### src/rtl/gpio_debounce.sv
// Two-flop synchroniser, per-bit programmable debounce and edge pulses for the GPIO inputs.
// Define GPIO_DEB_IRQ_EN to build the sticky pending register and the irq output.
module gpio_debounce #(
    parameter int                GPIO_W    = 32,
    parameter int                DEB_CNT_W = 16,
    parameter logic [GPIO_W-1:0] RST_VAL   = '0
) (
    input  logic                 clk,
    input  logic                 rst,
    input  logic [GPIO_W-1:0]    gpio_pad,
    input  logic [DEB_CNT_W-1:0] cfg_deb_cycles,
    output logic [GPIO_W-1:0]    gpio_input,
    output logic [GPIO_W-1:0]    gpio_rise,
    output logic [GPIO_W-1:0]    gpio_fall,
    input  logic [GPIO_W-1:0]    irq_en,
    input  logic [GPIO_W-1:0]    irq_clr,
    output logic [GPIO_W-1:0]    irq_pend,
    output logic                 irq
);

    localparam logic [DEB_CNT_W:0]   ONE_X = (DEB_CNT_W+1)'(1);
    localparam logic [DEB_CNT_W-1:0] ONE   = DEB_CNT_W'(1);

    logic [GPIO_W-1:0]    sync_a;
    logic [GPIO_W-1:0]    sync_b;
    logic [GPIO_W-1:0]    stable;
    logic [GPIO_W-1:0]    rise_q;
    logic [GPIO_W-1:0]    fall_q;
    logic [GPIO_W-1:0]    cnt_hit;
    logic [DEB_CNT_W:0]   neff;
    logic [DEB_CNT_W-1:0] cnt [GPIO_W];

    // One extra bit keeps cnt+1 from wrapping when cfg is all ones.
    always_comb begin
        neff    = (cfg_deb_cycles == '0) ? ONE_X : {1'b0, cfg_deb_cycles};
        cnt_hit = '0;
        for (int i = 0; i < GPIO_W; i++) begin
            cnt_hit[i] = (({1'b0, cnt[i]} + ONE_X) >= neff);
        end
    end

    always_ff @(posedge clk or negedge rst) begin
        if (!rst) begin
            sync_a <= RST_VAL;
            sync_b <= RST_VAL;
        end else begin
            sync_a <= gpio_pad;
            sync_b <= sync_a;
        end
    end

    always_ff @(posedge clk or negedge rst) begin
        if (!rst) begin
            stable <= RST_VAL;
            rise_q <= '0;
            fall_q <= '0;
            for (int i = 0; i < GPIO_W; i++) begin
                cnt[i] <= '0;
            end
        end else begin
            for (int i = 0; i < GPIO_W; i++) begin
                if (sync_b[i] == stable[i]) begin
                    cnt[i]    <= '0;
                    rise_q[i] <= 1'b0;
                    fall_q[i] <= 1'b0;
                end else if (cnt_hit[i]) begin
                    stable[i] <= sync_b[i];
                    cnt[i]    <= '0;
                    rise_q[i] <= sync_b[i];
                    fall_q[i] <= ~sync_b[i];
                end else begin
                    cnt[i]    <= cnt[i] + ONE;
                    rise_q[i] <= 1'b0;
                    fall_q[i] <= 1'b0;
                end
            end
        end
    end

    assign gpio_input = stable;
    assign gpio_rise  = rise_q;
    assign gpio_fall  = fall_q;

`ifdef GPIO_DEB_IRQ_EN
    logic [GPIO_W-1:0] pend_q;

    // A new edge in the same cycle as a clear keeps the flag set.
    always_ff @(posedge clk or negedge rst) begin
        if (!rst) begin
            pend_q <= '0;
        end else begin
            pend_q <= (pend_q & ~irq_clr) | (irq_en & (rise_q | fall_q));
        end
    end

    assign irq_pend = pend_q;
    assign irq      = |pend_q;
`else
    logic unused_irq_inputs;
    assign unused_irq_inputs = ^{irq_en, irq_clr};
    assign irq_pend = '0;
    assign irq      = 1'b0;
`endif

endmodule

### config.mk
export PLATFORM = sky130hd
export DESIGN_NAME = gpio_debounce
export DESIGN_NICKNAME = d
export VERILOG_FILES = /design/src/rtl/gpio_debounce.sv
export SDC_FILE = /design/constraint.sdc
export NUM_CORES = 2
export LEC_CHECK = 0
export ABC_AREA = 1
export CELL_PAD_IN_SITES_DETAIL_PLACEMENT = 1
export CELL_PAD_IN_SITES_GLOBAL_PLACEMENT = 1
export CORE_MARGIN = 8
export CORE_UTILIZATION = 49
export CTS_BUF_LIST = sky130_fd_sc_hd__clkbuf_8 sky130_fd_sc_hd__clkbuf_16
export DETAILED_ROUTE_END_ITERATION = 16
export PLACE_DENSITY_LB_ADDON = 0.1
export RECOVER_POWER = 25
export SYNTH_ARGS = -nofsm -noshare
export SYNTH_HDL_FRONTEND = slang
export SYNTH_SLANG_ARGS = --single-unit
### constraint.sdc
create_clock -name clk -period 5.6 [get_ports clk]
set_input_delay 0.84 -clock clk [delete_from_list [all_inputs] [get_ports clk]]
set_output_delay 0.84 -clock clk [all_outputs]
set_load 0.03 [all_outputs]
After elaboration in Yosys (flattened, before gate mapping)
Cells that the tools add are included.
Cells by class
  bitwise operators: 64
  reduce and logical (&&, ||, !) cells: 33
  divide/modulo/power cells: 0
  order comparisons: 32
  multipliers: 0
  shift operators: 0
  eq/ne operators: 32
  add/subtract/negate cells: 64
  mux-type cells: 193
Operators with widths (number)
  $mux W16: 65
  $add A16 B1 Y17 const B: 32
  $ge A17 B16 Y1: 32
  $add A16 B1 Y16 const B: 32
  $mux W1: 128
  $not A1 Y1: 64
  $reduce_and A2 Y1: 32
  $eq A1 B1 Y1: 32
  $logic_not A16 Y1: 1
Storage, ports and cells
  bits in latches: 0
  register bits: 672
  bits in writable memories: 0
  word-level logic and storage cells: 486
  memory bits (read-only): 0
  input bits: 114
  memories kept: 0

Longest topological paths before layout
  depth in word-level cells: 5
  gate-level depth with buffers: 23
  mapped depth without buffers: 23

Least setup slack after synthesis
No wires, ideal clock.
  path type: input port to flip-flop
  from: input port cfg_deb_cycles[2]
  to: register cnt[154] (netlist bit)
  setup slack: 2244 ps
  library setup time: 72 ps
  cell stages on the path: 14
  data arrival time: 3284 ps
  path buffers: 3
  data required time: 5528 ps
  cell sequence: buf_6 > buf_2 > nor4_1 > a41o_1 > ha_1 > nand2_1 > nor2_1 > nand3_1 > o21ai_0 > and2_1 > nor2_2 > nand3_2 > buf_2 > nor2_1
On the way
  word-level cells in the longest chain between the ends: 5
RTL lines
  start: declaration: RTL line 11  | input logic [DEB_CNT_W-1:0] cfg_deb_cycles,
  $logic_not A16 Y1: RTL line 35  | neff = (cfg_deb_cycles == '0) ? ONE_X : {1'b0, cfg_deb_cycles};
  $mux W16 *: RTL line 35
  $ge A17 B16 Y1 *: RTL line 38  | cnt_hit[i] = (({1'b0, cnt[i]} + ONE_X) >= neff);
  $mux W16 *: RTL line 66  | end else if (cnt_hit[i]) begin
  $mux W16 *: RTL line 62  | if (sync_b[i] == stable[i]) begin
  end signal: indexed assignment: RTL line 72  | cnt[i] <= cnt[i] + ONE;
  end: declaration: RTL line 31  | logic [DEB_CNT_W-1:0] cnt [GPIO_W];
Mark *: on every way between the ends. The rest lies on a longest branch, timed or not.
A chain may end at the register's enable or synchronous reset.

Final worst setup path
  from: input port cfg_deb_cycles[7]
  to: register cnt[465] (netlist bit)
The elaborated chain is that of the path after synthesis.

==> results.txt <==
Synthesized cell area: 0.0462 sq mm
Final critical-path required period: 3.88 ns
Seq cells post-synth: 672
Layout area overhead: 12.2%
R2R depth: 20
Status: finished with violations
F_max: 258 MHz
Main flop type after synthesis: dfrtp_1
# DRC: 0
Cell Pwr Density: 223 mW/mm^2
Routability cong.: 0.854
Worst path arrival time: 4.45 ns
Endpoints failing setup: 0
Critical path endpoint category: flip-flop
Combined area of the multi-input logic cells: 0.0247 sq mm
I/O pin total: 243
Depth of the CTS H-tree: 3
Post-synth EDFFs: 0
Final hold slack: 0.169 ns
Total negative slack: 0 ns
Core area: 0.0933 sq mm
Path type of the worst setup path: input port to flip-flop
Fill cells: 11.8k
Initial DRC Count: 1643
Layout cells sized above 1: 6.44%
Final period util: 69.3%
TritonCTS Sinks: 672
Num CTS Buffers: 83
Final Instance Area: 0.0518 sq mm
Max FO, Critical Path: 16
Post-DP HPWL: 94000 microns
Bufs on Longest Clock Path: 3
Synth top cells by count: 1231 x nand2_1, 1107 x inv_1, 995 x nor2_1
Syn avg cell area: 7.60 sq um
Cells after synthesis: 6079
Height of the die: 323 microns
PortBufs: 145
Clk_skew: 0.0279 ns
Seq/Total Area, Yosys: 36.4%
Drt total wl: 129000 microns
Placed Instance Area: 0.0490 sq mm
Root Driver: clkbuf_16
Top cells by area, synth: dfrtp_1 36%, ha_1 14%, nand2_1 10%, inv_1 9.0%, nor2_1 8.1%
CTS tree: done
Slew Viols, Final: 322
Die width: 323 microns
Synth warn: 0
Vias/cell: 5.22
Reg clk slew, reported paths: 0.06 ns
Max-cap violations: 3
Lkg Pwr: 28.8 nW
Place WS: 1.05 ns
Dpl cells: 7471
Die area: 0.104 sq mm
PnR worst setup slack: 1.72 ns
GRT Residual Overflow: 0
Max VDD drop: 0.208 mV
Wire length per cell: 17.0 microns
Post-DRT Antenna Nets: 0
Largest net degree at the start of global routing: 147
Final hold vios: 0
# resized after CTS: 0
Count leader, synth: nand2_1
Hold Crit Class: input port to asynchronous set/reset pin
Yosys top cell by area: dfrtp_1
CP Launch Type: input port
WP data required: 6.17 ns
FP Rows: 112
First-pass GRT wire length: 214000 microns
Initial Util: 49.5%
Initial antenna violation count: 2
Drt first pass iters: 5
# hold bufs at CTS: 0
Setup bufs post-CTS: 0
Overall Global Routing Usage: 24.9%
Number of global-route vias before repair: 43.1k
Async SR Flop Fraction: 100%
Top-area cell type share of the netlist area: 36.4%
Slew HR: -111%
Failing checks: capacitance limit, slew limit
Final Non-Filler Cells: 7627
Worst-Skew Late Latency: 0.67 ns
Worst-margin pin slew: 3.17 ns
Yosys cell types: 50
RSZ-0062 raised after global routing: no
Nets@finish: 6928
Vias post-DR: 39.8k
Register area: 0.0168 sq mm
cells by family (layout without fill, tap and decap cells):
| kind of cell | count (synthesis) | in the layout | synth area share, % |
|---|---|---|---|
| and+or+nand+nor | 3110 | 3110 | 29.9 |
| buffers and inverters | 1184 | 1444 | 10.4 |
| DFF | 672 | 672 | 36.4 |
| adders and majority gates | 512 | 512 | 13.9 |
| AOI/OAI and AO/OA | 318 | 318 | 4.01 |
| xor gates and xnor gates | 282 | 282 | 5.35 |
| other | 1 | 35 | 0.00812 |
power breakdown:
| group | switching (mW) | internal [mW] | total (mW) | leakage [nW] |
|---|---|---|---|---|
| logic | 0.746 | 0.313 | 1.06 | 18.2 |
| clock network | 2.26 | 3.23 | 5.49 | 1.44 |
| registers | 0.0599 | 4.94 | 5.00 | 9.16 |
| total | 3.06 | 8.48 | 11.5 | 28.8 |
sequential cells by signal (all words and copies together) (netlist names):
| name | cells |
|---|---|
| gpio_rise | 32 |
| sync_b | 32 |
| gpio_fall | 32 |
| cnt | 512 |
| gpio_input | 32 |
| sync_a | 32 |
layout by cell type, fill, tap and decap left out, drive strengths merged:
| master | synthesis | routed |
|---|---|---|
| inv | 1109 | 1122 |
| nor2 | 1063 | 1063 |
| a31o | 7 | 7 |
| nand3b | 26 | 26 |
| clkinvlp | 0 | 5 |
| nand2 | 1234 | 1234 |
| a21o | 21 | 21 |
| o21ai | 65 | 65 |
| or2 | 54 | 54 |
| buf | 72 | 35 |
| xnor2 | 44 | 44 |
| clkdlybuf4s50 | 0 | 111 |
| dlygate4sd3 | 0 | 32 |
| a21oi | 159 | 159 |
| nor3 | 120 | 120 |
| and3 | 33 | 33 |
| conb | 1 | 33 |
| a41o | 1 | 1 |
| nor3b | 9 | 9 |
| or3 | 2 | 2 |
| and2 | 3 | 3 |
| bufinv | 0 | 6 |
| a31oi | 7 | 7 |
| diode | 0 | 2 |
| o21bai | 8 | 8 |
| xor2 | 238 | 238 |
| o31ai | 4 | 4 |
| a211oi | 40 | 40 |
| nand3 | 392 | 392 |
| a21boi | 1 | 1 |
| nor4 | 35 | 35 |
| o21a | 2 | 2 |
| nand4 | 139 | 139 |
| dfrtp | 672 | 672 |
| clkinv | 0 | 31 |
| o211ai | 3 | 3 |
| clkbuf | 3 | 102 |
| ha | 512 | 512 |
worst max-delay path: stages:
cell	delay, ns
clkdlybuf4s50_1	0.65
nor4_1	0.56
a41o_2	0.55
buf_4	0.36
ha_1	0.21
inv_1	0.05
a21oi_1	0.14
nand2_1	0.08
nand3_1	0.08
nand2_1	0.06
nand2_1	0.06
nand2_1	0.06
nand2_1	0.14
nand3_2	0.34
nor2_1	0.23
worst paths after layout:
kind	end	from	slack (ns)
hold / removal	sync_b[24]	rst	0.17
setup / recovery	cnt[465]	cfg_deb_cycles[7]	1.72
max in group asynchronous	cnt[422]	rst	1.86
hold reg to reg	sync_b[21]	sync_a[21]	0.34
min in group clk	sync_b[21]	sync_a[21]	0.34
setup reg to reg	cnt[203]	cnt[192]	2.07
cell type report:
class / count / share of cell area [%]
antenna: 2 / 0.00966
clock buffer: 99 / 4.48
clock inverter: 55 / 0.903
inverter: 1109 / 8.06
multi-input combinational: 4255 / 47.6
sequential: 672 / 32.5
tap: 1254 / 3.03
timing repair buffer: 181 / 3.41
metal layers:
metal | vias up | global-route usage, % | wire [microns]
met5 | - | 0 | 8
met4 | 2 | 10.1 | 5100
met3 | 272 | 3.47 | 4520
met2 | 556 | 45.4 | 64800
met1 | 19400 | 29.4 | 54900
li1 | 19600 | - | -
metrics by stage:
step | power, mW | utilization [%]
3_5_place_dp | 6.16 | 52.6
4_1_cts | 11.7 | 55.5
6_report | 11.5 | 55.5
2_1_floorplan | 5.73 | -
5_1_grt | 12.0 | 55.5
3_3_place_gp | 6.10 | 52.6
Power figures use the tool's default switching activity.
